$ cat config.mk
export PLATFORM = sky130hd
export DESIGN_NAME = sdram_burst_client
export DESIGN_NICKNAME = d
export VERILOG_FILES = /design/src/rtl/sdram_client_pkg.sv /design/src/rtl/sdram_burst_client_sample_fifo.sv /design/src/rtl/sdram_burst_client.sv
export SDC_FILE = /design/constraint.sdc
export NUM_CORES = 1
export LEC_CHECK = 0
export ABC_CLOCK_PERIOD_IN_PS = 10500
export CORE_MARGIN = 2
export CORE_UTILIZATION = 60
export CTS_CLUSTER_DIAMETER = 40
export DETAILED_ROUTE_END_ITERATION = 10
export PLACE_DENSITY = 0.85
export SYNTH_ARGS = -nofsm -noshare
export SYNTH_HDL_FRONTEND = slang
export SYNTH_SLANG_ARGS = --single-unit
export TNS_END_PERCENT = 50
$ cat constraint.sdc
create_clock -name clk -period 10.5 [get_ports clk]
set_input_delay 1.05 -clock clk [delete_from_list [all_inputs] [get_ports clk]]
set_output_delay 1.05 -clock clk [all_outputs]
set_load 0.01 [all_outputs]
$ cat src/rtl/sdram_client_pkg.sv
// Shared definitions for the SDRAM burst client: FSM states, burst length and
// default write-window bounds.
package sdram_client_pkg;

  typedef enum logic [2:0] {
    ST_IDLE    = 3'd0,
    ST_WR_REQ  = 3'd1,
    ST_WR_DATA = 3'd2,
    ST_RD_REQ  = 3'd3,
    ST_RD_DATA = 3'd4
  } state_t;

  localparam int unsigned BURST_LEN   = 8;
  localparam logic [19:0] WR_BASE_DEF = 20'h00000;
  localparam logic [19:0] WR_LAST_DEF = 20'hFFFF8;

endpackage

$ cat src/rtl/sdram_burst_client_sample_fifo.sv
// Synchronous sample FIFO. It reports count, full and empty, and shows the
// head word combinationally (zero while empty).
module sample_fifo #(
  parameter int unsigned DATA_W = 16,
  parameter int unsigned DEPTH  = 16
) (
  input  logic                     clk,
  input  logic                     reset_n,
  input  logic                     push,
  input  logic                     pop,
  input  logic [DATA_W-1:0]        wdata,
  output logic [DATA_W-1:0]        rdata,
  output logic [$clog2(DEPTH):0]   count,
  output logic                     full,
  output logic                     empty
);

  localparam int unsigned PTR_W = $clog2(DEPTH);
  localparam int unsigned CNT_W = PTR_W + 1;

  logic [DATA_W-1:0] mem_q [DEPTH];
  logic [PTR_W-1:0]  wr_ptr_q, wr_ptr_d;
  logic [PTR_W-1:0]  rd_ptr_q, rd_ptr_d;
  logic [CNT_W-1:0]  count_q, count_d;
  logic              do_push, do_pop;

  assign full    = (count_q == CNT_W'(DEPTH));
  assign empty   = (count_q == '0);
  assign count   = count_q;
  assign do_pop  = pop && !empty;
  // A push into a full FIFO is still taken when a pop frees a slot this cycle.
  assign do_push = push && (!full || do_pop);
  assign rdata   = empty ? '0 : mem_q[rd_ptr_q];

  always_comb begin
    wr_ptr_d = wr_ptr_q;
    rd_ptr_d = rd_ptr_q;
    count_d  = count_q + CNT_W'(do_push) - CNT_W'(do_pop);
    if (do_push) wr_ptr_d = wr_ptr_q + PTR_W'(1);
    if (do_pop)  rd_ptr_d = rd_ptr_q + PTR_W'(1);
  end

  always_ff @(posedge clk or negedge reset_n) begin
    if (!reset_n) begin
      wr_ptr_q <= '0;
      rd_ptr_q <= '0;
      count_q  <= '0;
    end else begin
      wr_ptr_q <= wr_ptr_d;
      rd_ptr_q <= rd_ptr_d;
      count_q  <= count_d;
    end
  end

  always_ff @(posedge clk) begin
    if (do_push) mem_q[wr_ptr_q] <= wdata;
  end

endmodule

$ cat src/rtl/sdram_burst_client.sv
// Sample-stream writer and host-read requester on the SDRAM controller user port.
// Optional SDRAM_CLIENT_STAT_EN adds drop_cnt / burst_cnt statistics outputs.
module sdram_burst_client
  import sdram_client_pkg::*;
#(
  parameter int unsigned       ADDR_W     = 20,
  parameter int unsigned       DATA_W     = 16,
  parameter int unsigned       FIFO_DEPTH = 16,
  parameter logic [ADDR_W-1:0] WR_BASE    = ADDR_W'(WR_BASE_DEF),
  parameter logic [ADDR_W-1:0] WR_LAST    = ADDR_W'(WR_LAST_DEF)
) (
  input  logic              clk,
  input  logic              reset_n,
  input  logic              s_valid,
  input  logic [DATA_W-1:0] s_data,
  output logic              ovf,
  input  logic              ovf_clr,
  output logic              wrap,
  output logic [ADDR_W-1:0] wr_adr_cur,
  input  logic              rd_start,
  input  logic [ADDR_W-1:0] rd_adr,
  output logic              rd_busy,
  output logic              m_valid,
  output logic [DATA_W-1:0] m_data,
  output logic              u_wreq,
  input  logic              u_wack,
  input  logic              u_wr_da_en,
  output logic [ADDR_W-1:0] u_wadr,
  output logic [DATA_W-1:0] u_wr_da,
  output logic              u_rreq,
  input  logic              u_rack,
  output logic [ADDR_W-1:0] u_radr,
  input  logic              u_rd_da_en,
  input  logic [DATA_W-1:0] u_rd_da
`ifdef SDRAM_CLIENT_STAT_EN
  ,
  output logic [15:0]       drop_cnt,
  output logic [15:0]       burst_cnt
`endif
);

  localparam int unsigned CNT_W  = $clog2(FIFO_DEPTH) + 1;
  localparam int unsigned BEAT_W = $clog2(BURST_LEN) + 1;

  state_t              state_q, state_d;
  logic [BEAT_W-1:0]   beat_q, beat_d;
  logic [ADDR_W-1:0]   u_wadr_q, u_wadr_d;
  logic [ADDR_W-1:0]   u_radr_q, u_radr_d;
  logic                rd_busy_q, rd_busy_d;
  logic                ovf_q, ovf_d;
  logic                wrap_q, wrap_d;
  logic                m_valid_q, m_valid_d;
  logic [DATA_W-1:0]   m_data_q, m_data_d;
  logic                u_wreq_q, u_wreq_d;
  logic                u_rreq_q, u_rreq_d;

  logic                fifo_push, fifo_pop, fifo_full, fifo_empty, drop;
  logic [CNT_W-1:0]    fifo_count;
  logic                beats_left, rd_beat, wr_done, rd_done;

  assign beats_left = (beat_q < BEAT_W'(BURST_LEN));
  assign fifo_pop   = (state_q == ST_WR_DATA) && u_wr_da_en && beats_left && !fifo_empty;
  assign rd_beat    = (state_q == ST_RD_DATA) && u_rd_da_en && beats_left;
  assign wr_done    = (state_q == ST_WR_DATA) && !beats_left && !u_wr_da_en;
  assign rd_done    = (state_q == ST_RD_DATA) && !beats_left && !u_rd_da_en;
  assign fifo_push  = s_valid && (!fifo_full || fifo_pop);
  assign drop       = s_valid && fifo_full && !fifo_pop;

  sample_fifo #(
    .DATA_W (DATA_W),
    .DEPTH  (FIFO_DEPTH)
  ) u_fifo (
    .clk     (clk),
    .reset_n (reset_n),
    .push    (fifo_push),
    .pop     (fifo_pop),
    .wdata   (s_data),
    .rdata   (u_wr_da),
    .count   (fifo_count),
    .full    (fifo_full),
    .empty   (fifo_empty)
  );

  always_ff @(posedge clk or negedge reset_n) begin
    if (!reset_n) state_q <= ST_IDLE;
    else          state_q <= state_d;
  end

  // Pending host reads win over a ready write burst.
  always_comb begin
    state_d = state_q;
    unique case (state_q)
      ST_IDLE: begin
        if (rd_busy_q)                             state_d = ST_RD_REQ;
        else if (fifo_count >= CNT_W'(BURST_LEN))  state_d = ST_WR_REQ;
      end
      ST_WR_REQ:  if (u_wack)  state_d = ST_WR_DATA;
      ST_WR_DATA: if (wr_done) state_d = ST_IDLE;
      ST_RD_REQ:  if (u_rack)  state_d = ST_RD_DATA;
      ST_RD_DATA: if (rd_done) state_d = ST_IDLE;
      default:                 state_d = ST_IDLE;
    endcase
  end

  always_comb begin
    beat_d    = beat_q;
    u_wadr_d  = u_wadr_q;
    u_radr_d  = u_radr_q;
    rd_busy_d = rd_busy_q;
    m_valid_d = 1'b0;
    m_data_d  = m_data_q;
    ovf_d     = (ovf_q && !ovf_clr) || drop;
    wrap_d    = wrap_q && !ovf_clr;
    u_wreq_d  = (state_d == ST_WR_REQ);
    u_rreq_d  = (state_d == ST_RD_REQ);

    if (rd_start && !rd_busy_q) begin
      u_radr_d  = rd_adr & ~ADDR_W'(BURST_LEN - 1);
      rd_busy_d = 1'b1;
    end
    if (fifo_pop || rd_beat) beat_d = beat_q + BEAT_W'(1);
    if (rd_beat) begin
      m_valid_d = 1'b1;
      m_data_d  = u_rd_da;
    end
    if (wr_done) begin
      beat_d = '0;
      if (u_wadr_q == WR_LAST) begin
        u_wadr_d = WR_BASE;
        wrap_d   = 1'b1;
      end else begin
        u_wadr_d = u_wadr_q + ADDR_W'(BURST_LEN);
      end
    end
    if (rd_done) begin
      beat_d    = '0;
      rd_busy_d = 1'b0;
    end
  end

  always_ff @(posedge clk or negedge reset_n) begin
    if (!reset_n) begin
      beat_q    <= '0;
      u_wadr_q  <= WR_BASE;
      u_radr_q  <= '0;
      rd_busy_q <= 1'b0;
      ovf_q     <= 1'b0;
      wrap_q    <= 1'b0;
      m_valid_q <= 1'b0;
      m_data_q  <= '0;
      u_wreq_q  <= 1'b0;
      u_rreq_q  <= 1'b0;
    end else begin
      beat_q    <= beat_d;
      u_wadr_q  <= u_wadr_d;
      u_radr_q  <= u_radr_d;
      rd_busy_q <= rd_busy_d;
      ovf_q     <= ovf_d;
      wrap_q    <= wrap_d;
      m_valid_q <= m_valid_d;
      m_data_q  <= m_data_d;
      u_wreq_q  <= u_wreq_d;
      u_rreq_q  <= u_rreq_d;
    end
  end

  assign ovf        = ovf_q;
  assign wrap       = wrap_q;
  assign wr_adr_cur = u_wadr_q;
  assign u_wadr     = u_wadr_q;
  assign u_radr     = u_radr_q;
  assign rd_busy    = rd_busy_q;
  assign m_valid    = m_valid_q;
  assign m_data     = m_data_q;
  assign u_wreq     = u_wreq_q;
  assign u_rreq     = u_rreq_q;

`ifdef SDRAM_CLIENT_STAT_EN
  logic [15:0] drop_cnt_q, drop_cnt_d;
  logic [15:0] burst_cnt_q, burst_cnt_d;

  // Drop counter saturates; burst counter wraps.
  always_comb begin
    drop_cnt_d  = ovf_clr ? 16'h0000 : drop_cnt_q;
    burst_cnt_d = ovf_clr ? 16'h0000 : burst_cnt_q;
    if (drop && (drop_cnt_d != 16'hFFFF)) drop_cnt_d = drop_cnt_d + 16'd1;
    if (wr_done)                          burst_cnt_d = burst_cnt_d + 16'd1;
  end

  always_ff @(posedge clk or negedge reset_n) begin
    if (!reset_n) begin
      drop_cnt_q  <= '0;
      burst_cnt_q <= '0;
    end else begin
      drop_cnt_q  <= drop_cnt_d;
      burst_cnt_q <= burst_cnt_d;
    end
  end

  assign drop_cnt  = drop_cnt_q;
  assign burst_cnt = burst_cnt_q;
`endif

endmodule

# == Word-level counts from Yosys, hierarchy flattened ==
# Memories as Yosys holds them, arrays and structs flattened.
# Index checks and enable logic that the tools add are counted.
# op_classes
n_addsub,6
multipliers,0
n_div,0
n_lt_le_gt_ge,2
eq_ne,8
n_shift,0
muxes,19
bitwise_logic,0
reduce_logical,33
# op_table
cell,count
"adder 20 x 4 -> 20 bit, second input constant",1
"== test 20 bit, second input constant",1
2-to-1 mux 20 bit,1
2-to-1 mux 3 bit,6
logical AND 1 bit,17
2-to-1 mux 16 bit,1
one-hot mux 3 bit (5 select lines),1
"adder 4 x 1 -> 4 bit, second input constant",3
2-to-1 mux 4 bit,3
"== test 3 x 2 -> 1 bit, second input constant",3
logical NOT 1 bit,8
2-to-1 mux 1 bit,7
"== test 3 x 1 -> 1 bit, second input constant",2
adder 5 x 1 -> 5 bit,1
"== test 5 bit, second input constant",1
">= comparator 5 x 4 -> 1 bit, second input constant",1
logical NOT 5 bit,1
subtractor 5 x 1 -> 5 bit,1
logical OR 1 bit,4
"< comparator 4 bit, second input constant",1
"== test 3 bit, second input constant",1
logical NOT 3 bit,1
nonzero test 3 bit,1
nonzero test 2 bit,1
# word_totals
register_bits,79
latchBits,0
ramBits,256
romBits,0
inputBits,61
wordCells,83
memories,1
# mem_list
memory,depth,width,read_ports,rd_ports_with_merged_regs,wr,line,text
u_fifo.mem_q,16,16,1,0,1,sdram_burst_client_sample_fifo.sv:21,logic [DATA_W-1:0] mem_q [DEPTH];

# == Logic depth before layout (Yosys ltp) ==
# logic_depth
ltp_word,9
ltp_mapped,14
depth_no_buf,13

# == By module ==
# A second synthesis with hierarchy kept.
# hier_totals
cells_unflattened,742
hier_area_um2,13616.8
# by_module_without_submodules
module,n_inst,cells_each,area_per_inst_um2,seq_area_each_um2
sample_fifo,1,499,10709.0,8012.7
sdram_burst_client,1,243,2907.8,1576.5

# == Worst setup path before layout ==
# OpenSTA, ideal clock, no wires.
# synth_path
kind,input-to-reg
startpoint,input port u_wr_da_en
endpoint,memory u_fifo.mem_q[1][0] (enable)
setup_time_ps,436
arrival_ps,3192
path_slack_ps,6872
path_stages,3
path_buffers,0
cell_sequence,a311o_1 -> nand2_1 -> nor4b_1
# synth_between
elab_chain_len,8
# synth_lines
item,line,text
start: declaration,sdram_burst_client.sv:27,"input logic u_wr_da_en,"
logical AND 1 bit (*) (3 in series),sdram_burst_client.sv:62,assign fifo_pop = (state_q == ST_WR_DATA) && u_wr_da_en && beats_left && !fifo_empty;
logical OR 1 bit / logical AND 1 bit (equally long branches),"sdram_burst_client.sv:66, sdram_burst_client_sample_fifo.sv:30",
logical AND 1 bit / logical OR 1 bit (equally long branches),"sdram_burst_client.sv:66, sdram_burst_client_sample_fifo.sv:32",
logical AND 1 bit (*),sdram_burst_client_sample_fifo.sv:32,assign do_push = push && (!full || do_pop);
2-to-1 mux 1 bit (*),sdram_burst_client_sample_fifo.sv:56,if (do_push) mem_q[wr_ptr_q] <= wdata;
2-to-1 mux 1 bit (implied by the code) (*),sdram_burst_client_sample_fifo.sv:56,
end: declaration,sdram_burst_client_sample_fifo.sv:21,
# Every way passes the cells marked *; elsewhere a longest branch is shown, timed or not.

# == Worst setup path after layout ==
# layout_path
startpoint,register u_fifo.rd_ptr_q[0]
endpoint,output port u_wr_da[7]
# layout_between
elab_chain_len,2
# layout_lines
item,line,text
start: declaration,sdram_burst_client_sample_fifo.sv:23,"logic [PTR_W-1:0] rd_ptr_q, rd_ptr_d;"
start signal: assignment,sdram_burst_client_sample_fifo.sv:50,rd_ptr_q <= rd_ptr_d;
memory read (16 x 16 bit),n/a,
2-to-1 mux 16 bit,sdram_burst_client_sample_fifo.sv:33,assign rdata = empty ? '0 : mem_q[rd_ptr_q];
end: declaration,sdram_burst_client.sv:29,"output logic [DATA_W-1:0] u_wr_da,"
# Every way passes these cells.

==> impl_results.md <==
* CTS tree: yes
* Global-route wire length before repair at 44,700 um
* Synth Cell Area at 0.0134 sq mm
* YS warnings at 0
* Starting Density at 0.614
* CTS H-tree lvls at 2
* Worst setup path category: flip-flop to output pin
* Reg clk slew, reported paths at 0.05 ns
* EDFF count, synth at 256
* Setup crit start kind: flip-flop
* Cts bufs inserted at 39
* Final Cycle Share at 0.447
* Hold Crit Class: flip-flop to flip-flop
* Total Nets Final at 955
* Clk_skew at 0.0287 ns
* Worst-path fanout max at 38
* # DRC at 0
* Seq/Total Area, Yosys at 0.713
* Largest net degree at the start of global routing at 77
* Run status: finished, final reports clean
* Slew headroom at 0.194
* Max_cap viols at 0
* Core area at 0.0219 sq mm
* Post-synthesis area per instance at 18.2 sq um
* PwrDens at 269 mW/mm^2
* Slew @ Worst Pin at 1.21 ns
* Register area at 0.00959 sq mm
* Area occupied by multi-input gates at 0.00342 sq mm
* VDD IR max at 0.000172 V
* Initial antenna violation count at 0
* CP max-delay cell: dfrtp_4
* Tot GR Track Use at 0.250
* DRC marker count from the first detailed-route iteration at 477
* Top-level I/O count at 159
* Hold buffers post-CTS at 0
* Final setup violation count at 0
* Routed wire length at 29,200 um
* Leakage power at 0.00580 uW
* Clock Tree Root: clkbuf_16
* Worst stage delay on the critical path at 0.81 ns
* Final hold viol count at 0
* RSZ-0062 raised after global routing: no
* Vias in the first global route at 7,767
* Critical path buffer and inverter count at 2
* Via count at 7,317
* I/O Buffers at 146
* Mapped Cells at 737
* Layout cell share with drive strength beyond 1 at 0.193
* CTS resizes at 0
* P&R area growth vs syn at 21.0%
* Yosys reg bits at 332
* CP delay by family, top: buffers and inverters
* Synth Flop Type: edfxtp_1
* WHS at 0.499 ns
* Clk sinks at 332
* Post-DP HPWL at 16,500 um
* # rows at 54
* Pre-Repair DR Iteration Count at 4
* Async set or reset register ratio after synthesis at 0.229
* # fillers at 1,251
* Final ANT Viol Nets at 0
* Die Area at 0.0236 sq mm
* Drt wl/cell at 24.5 um
* FMAX at 213 MHz
* Post-CTS Setup Inserts at 0
* Commonest non-fill, non-tap cell in the layout: edfxtp_1
* Clock Tree Buf Depth at 3
* CP Data Required Time at 9.45 ns
* Final Util at 0.743
* CP Data Arrival Time at 3.64 ns
* Die Height at 154 um
* Clock Latency Late Sink at 0.53 ns
* Die W at 154 um
* Total gr overflow at 0
* Setup TNS at 0 ns
* CP cell instances: buf_4, mux4_2, mux2i_1, o221ai_1, clkdlybuf4s50_1
* Number of distinct library cells after synthesis at 56
* Max Slew Vio Count at 0
* Avg Vias per Cell at 6.16
* Critical Path End Type: output pin
* Routability cong. at 0.811
* Tmin final at 4.69 ns
* Commonest non-fill, non-tap cells in the layout: edfxtp_1, clkdlybuf4s50_1, dfrtp_1, mux4_2, clkbuf_16
-- through the flow --
step                      instance area, sq um  cells  worst slack [ns]  total power (uW)
after floorplan                          13500    745              6.87              2560
after global placement                   15000   1118              6.29              3020
after detailed placement                 15000   1118              6.23              3100
after CTS                                16300   1187              5.69              4400
after global routing                     16300   1187              5.54              4550
final                                    16300   1188              5.81              4370
-- sequential cells by signal (all words and copies together), names as in the netlist, 3 cells and up --
| name | cells |
|---|---|
| u_radr | 17 |
| u_fifo.rd_ptr_q | 4 |
| u_fifo.wr_ptr_q | 4 |
| u_fifo.mem_q | 256 |
| u_fifo.count | 5 |
| u_wadr | 17 |
| m_data | 16 |
| state_q | 3 |
| beat_q | 4 |
-- layout make-up --
class	instances	area share
antenna	1	0.000154
sequential	332	0.590
tap	280	0.0215
clock buffer	49	0.0636
multi-input combinational	313	0.210
inverter	39	0.00900
timing repair buffer	154	0.0934
clock inverter	20	0.0122
-- cells by family after synthesis --
family | count (synthesis) | synth area share
muxes | 115 | 0.148
and+or+nand+nor | 106 | 0.0482
buffers and inverters | 100 | 0.0366
AOI/OAI and AO/OA | 50 | 0.0269
adders and majority gates | 15 | 0.0145
DFF | 332 | 0.713
xor gates and xnor gates | 18 | 0.0117
other | 1 | 0.000279
-- synth_stat cells, types with 11 or more instances --
library cell | count | share of area
buf_2 | 12 | 0.0045
buf_4 | 27 | 0.015
clkbuf_1 | 20 | 0.0056
dfrtp_1 | 76 | 0.14
edfxtp_1 | 256 | 0.57
ha_1 | 14 | 0.013
inv_1 | 39 | 0.011
mux2_2 | 34 | 0.028
mux2i_1 | 17 | 0.013
mux4_2 | 64 | 0.11
nand2_1 | 31 | 0.0087
o221ai_1 | 16 | 0.010
xnor2_1 | 11 | 0.0072
-- power by group --
group | switching (uW) | internal (uW)
registers | 158 | 1630
logic | 612 | 683
clock network | 510 | 776
-- final timing paths --
| check | from | endpoint | slack [ns] | depth (start not counted) |
|---|---|---|---|---|
| max in group asynchronous | reset_n | u_fifo.rd_ptr_q[0] | 9.08 | 1 |
| setup / recovery | u_fifo.rd_ptr_q[0] | u_wr_da[7] | 5.81 | 5 |
| hold reg to reg | beat_q[2] | beat_q[2] | 0.50 | 1 |
| setup reg to reg | state_q[1] | u_fifo.mem_q[11][4] | 7.08 | 5 |
| min in group asynchronous | reset_n | u_wadr[11] | 0.66 | 1 |
| hold / removal | beat_q[2] | beat_q[2] | 0.50 | 1 |
-- layer usage --
metal | vias to the layer above | share of wire | track usage
met4 | 0 | 0.027 | 0.0830
met5 | - | 0 | 0
li1 | 3133 | - | -
met1 | 3694 | 0.39 | 0.332
met2 | 422 | 0.50 | 0.419
met3 | 68 | 0.082 | 0.0530
(Power assumes the default switching activity.)
==> variant: new RTL, same settings <==
The option `SDRAM_CLIENT_STAT_EN` is turned on by a define.
--- a/src/rtl/sdram_burst_client.sv
+++ b/src/rtl/sdram_burst_client.sv
@@ -1,5 +1,7 @@
 // Sample-stream writer and host-read requester on the SDRAM controller user port.
 // Optional SDRAM_CLIENT_STAT_EN adds drop_cnt / burst_cnt statistics outputs.
+`define SDRAM_CLIENT_STAT_EN
+
 module sdram_burst_client
   import sdram_client_pkg::*;
 #(
Check against the original RTL (old outputs only; new: burst_cnt and drop_cnt): equivalent (Yosys induction, for registers that start in step).
==> variant against the original RTL <==
Sequential power is 6% higher. Sequential cell count grew 32. Global-route usage rose by 0.62 points. Synthesized area rose by 13%. Total power is 4.9% higher. Via count rose by 16%. Design area increased by 14%. Register-to-register slack about the same. Worst setup slack worse by 0.27 ns. Wire length is 13% higher. Largest cell class unchanged.
==> variant: results (changes against the original RTL) <==
[run_status]
status = complete, no violations

[place]
postPlaceCellArea_um2 = 17100  ; +14%
gp_congestion = 0.783  ; -3.4%
port-buffer-count = 178  ; +22%
dp_hpwl_um = 19300  ; +17%
dp.cells = 1339  ; +20%
pre_cts_slack_ns = 6.08  ; -0.151 ns

[detailed_routing]
drt_iter0_markers = 852  ; +79%
routedWlPerCell_um = 23.3  ; -5.3%
wl_met1_um = 12600  ; +11%
met2WireLength_um = 17000  ; +15%
vias = 8467  ; +16%
met3WireLength_um = 2290  ; -4.5%
highest_layer = met5
firstDrtPassIters = 5  ; +1

[global_route]
grt_pass1_vias = 8658  ; +11%
antenna_found_initial = 1  ; +1
grt-ovfl-total = 0  ; unchanged
grt_usage = 0.256  ; +0.00622
grt_max_degree = 83  ; +7.8%
grt_pass1_wl_um = 50500  ; +13%

[hold_path]
hold_class = in -> async

[critical_path]
r2r_cells = 6  ; +1
reg2reg_slack_ns = 7.09  ; about the same
critPathMaxFanout = 35  ; -7.9%
crit_arrival_ns = 3.91  ; +0.27 ns
reg2reg_to = u_fifo.mem_q[3][1]
worstReg2RegStart = state_q[0]

[synthesis]
synthXorXnorAreaFrac = 0.0272  ; +0.0155
synth_area_leaders = edfxtp_1 51%, dfrtp_1 18%, mux4_2 12%, mux2_2 2.5%, xnor2_1 2.1%
synth-edff-count = 256  ; unchanged
yosys-top-cells-count = 256 x edfxtp_1, 108 x dfrtp_1, 80 x mux4_2
synth_fa_ha_area_frac = 0.0154  ; +0.000864
synth_compound_area_frac = 0.0154  ; -0.0115
ys_async_sr_fraction = 0.297  ; +0.0678
muxShareOfSynthArea = 0.147  ; -0.00115
synth-seq-area-share = 0.687  ; -0.0265
postSynthCellCount = 869  ; +18%
ys_types = 60  ; +7.1%

[finish]
drive_gt1_frac = 0.206  ; +0.0126
diodes = 0  ; -1
n_fill_cell = 1463  ; +17%
fin_nets = 1132  ; +19%
final_cells = 1415  ; +19%

[timing]
clock-skew-final_ns = 0.0162  ; -0.0126 ns
holdWs_ns = 0.429  ; -0.0698 ns
setup_violations = 0  ; unchanged
worst_pin_slew_ns = 1.33  ; +0.117 ns

[clock_tree]
ctsResizeCount = 0  ; unchanged
clockBufferDepth = 3  ; unchanged
htreeDepth = 2  ; unchanged
cts_buffers = 42  ; +7.7%
postCtsSetupBuffers = 0  ; unchanged

[power]
peakVddDrop_mv = 0.177  ; +3.2%
power.leakage_nw = 6.58  ; +14%

variant: cell types whose count changed in the layout (fill, tap and decap cells not counted), sizes merged, moves of 17 or more:
cell / before / now
nor2b: 4 / 33
xnor2: 11 / 37
dfrtp: 76 / 108
nor2: 6 / 46
clkdlybuf4s50: 145 / 177
nand4: 4 / 21
inv: 42 / 22
variant: worst max path at each step:
stage | startpoint | to | slack [ns] | depth (start not counted)
CTS | u_fifo.rd_ptr_q[0] | u_wr_da[8] | 5.43 | 5
global route | u_fifo.rd_ptr_q[0] | u_wr_da[8] | 5.28 | 5
finish | u_fifo.rd_ptr_q[0] | u_wr_da[8] | 5.54 | 5
detailed placement | u_fifo.rd_ptr_q[0] | u_wr_da[6] | 6.08 | 5
global placement | u_fifo.rd_ptr_q[0] | u_wr_da[14] | 6.11 | 5
floorplan | u_wr_da_en | u_fifo.mem_q[3][0] | 7.24 | 6
variant: report_power, final:
part | switching [mW] | total, mW | internal (mW)
registers | 0.157 | 1.89 | 1.73
clock network | 0.574 | 1.40 | 0.826
logic | 0.594 | 1.30 | 0.705
total | 1.33 | 4.59 | 3.26
variant: layout make-up:
class,instances,area (µm²),share of cell area
sequential,364,10400,0.562
multi-input combinational,436,4380,0.237
timing repair buffer,193,1890,0.102
clock buffer,55,1140,0.0617
tap,330,413,0.0223
clock inverter,21,200,0.0108
inverter,16,60.1,0.00325
variant: routing by layer:
layer | GRT usage | vias to the layer above
li1 | - | 3682
met1 | 0.331 | 4345
met2 | 0.439 | 349
met3 | 0.0491 | 89
met4 | 0.0921 | 2
met5 | 0 | -
variant: worst max-delay path, stage by stage (launching register included):
cell             delay (ns)
dfrtp_4                0.89
buf_4                  0.68
mux4_2                 0.62
mux4_2                 0.50
nor2b_1                0.15
clkdlybuf4s50_1        0.52
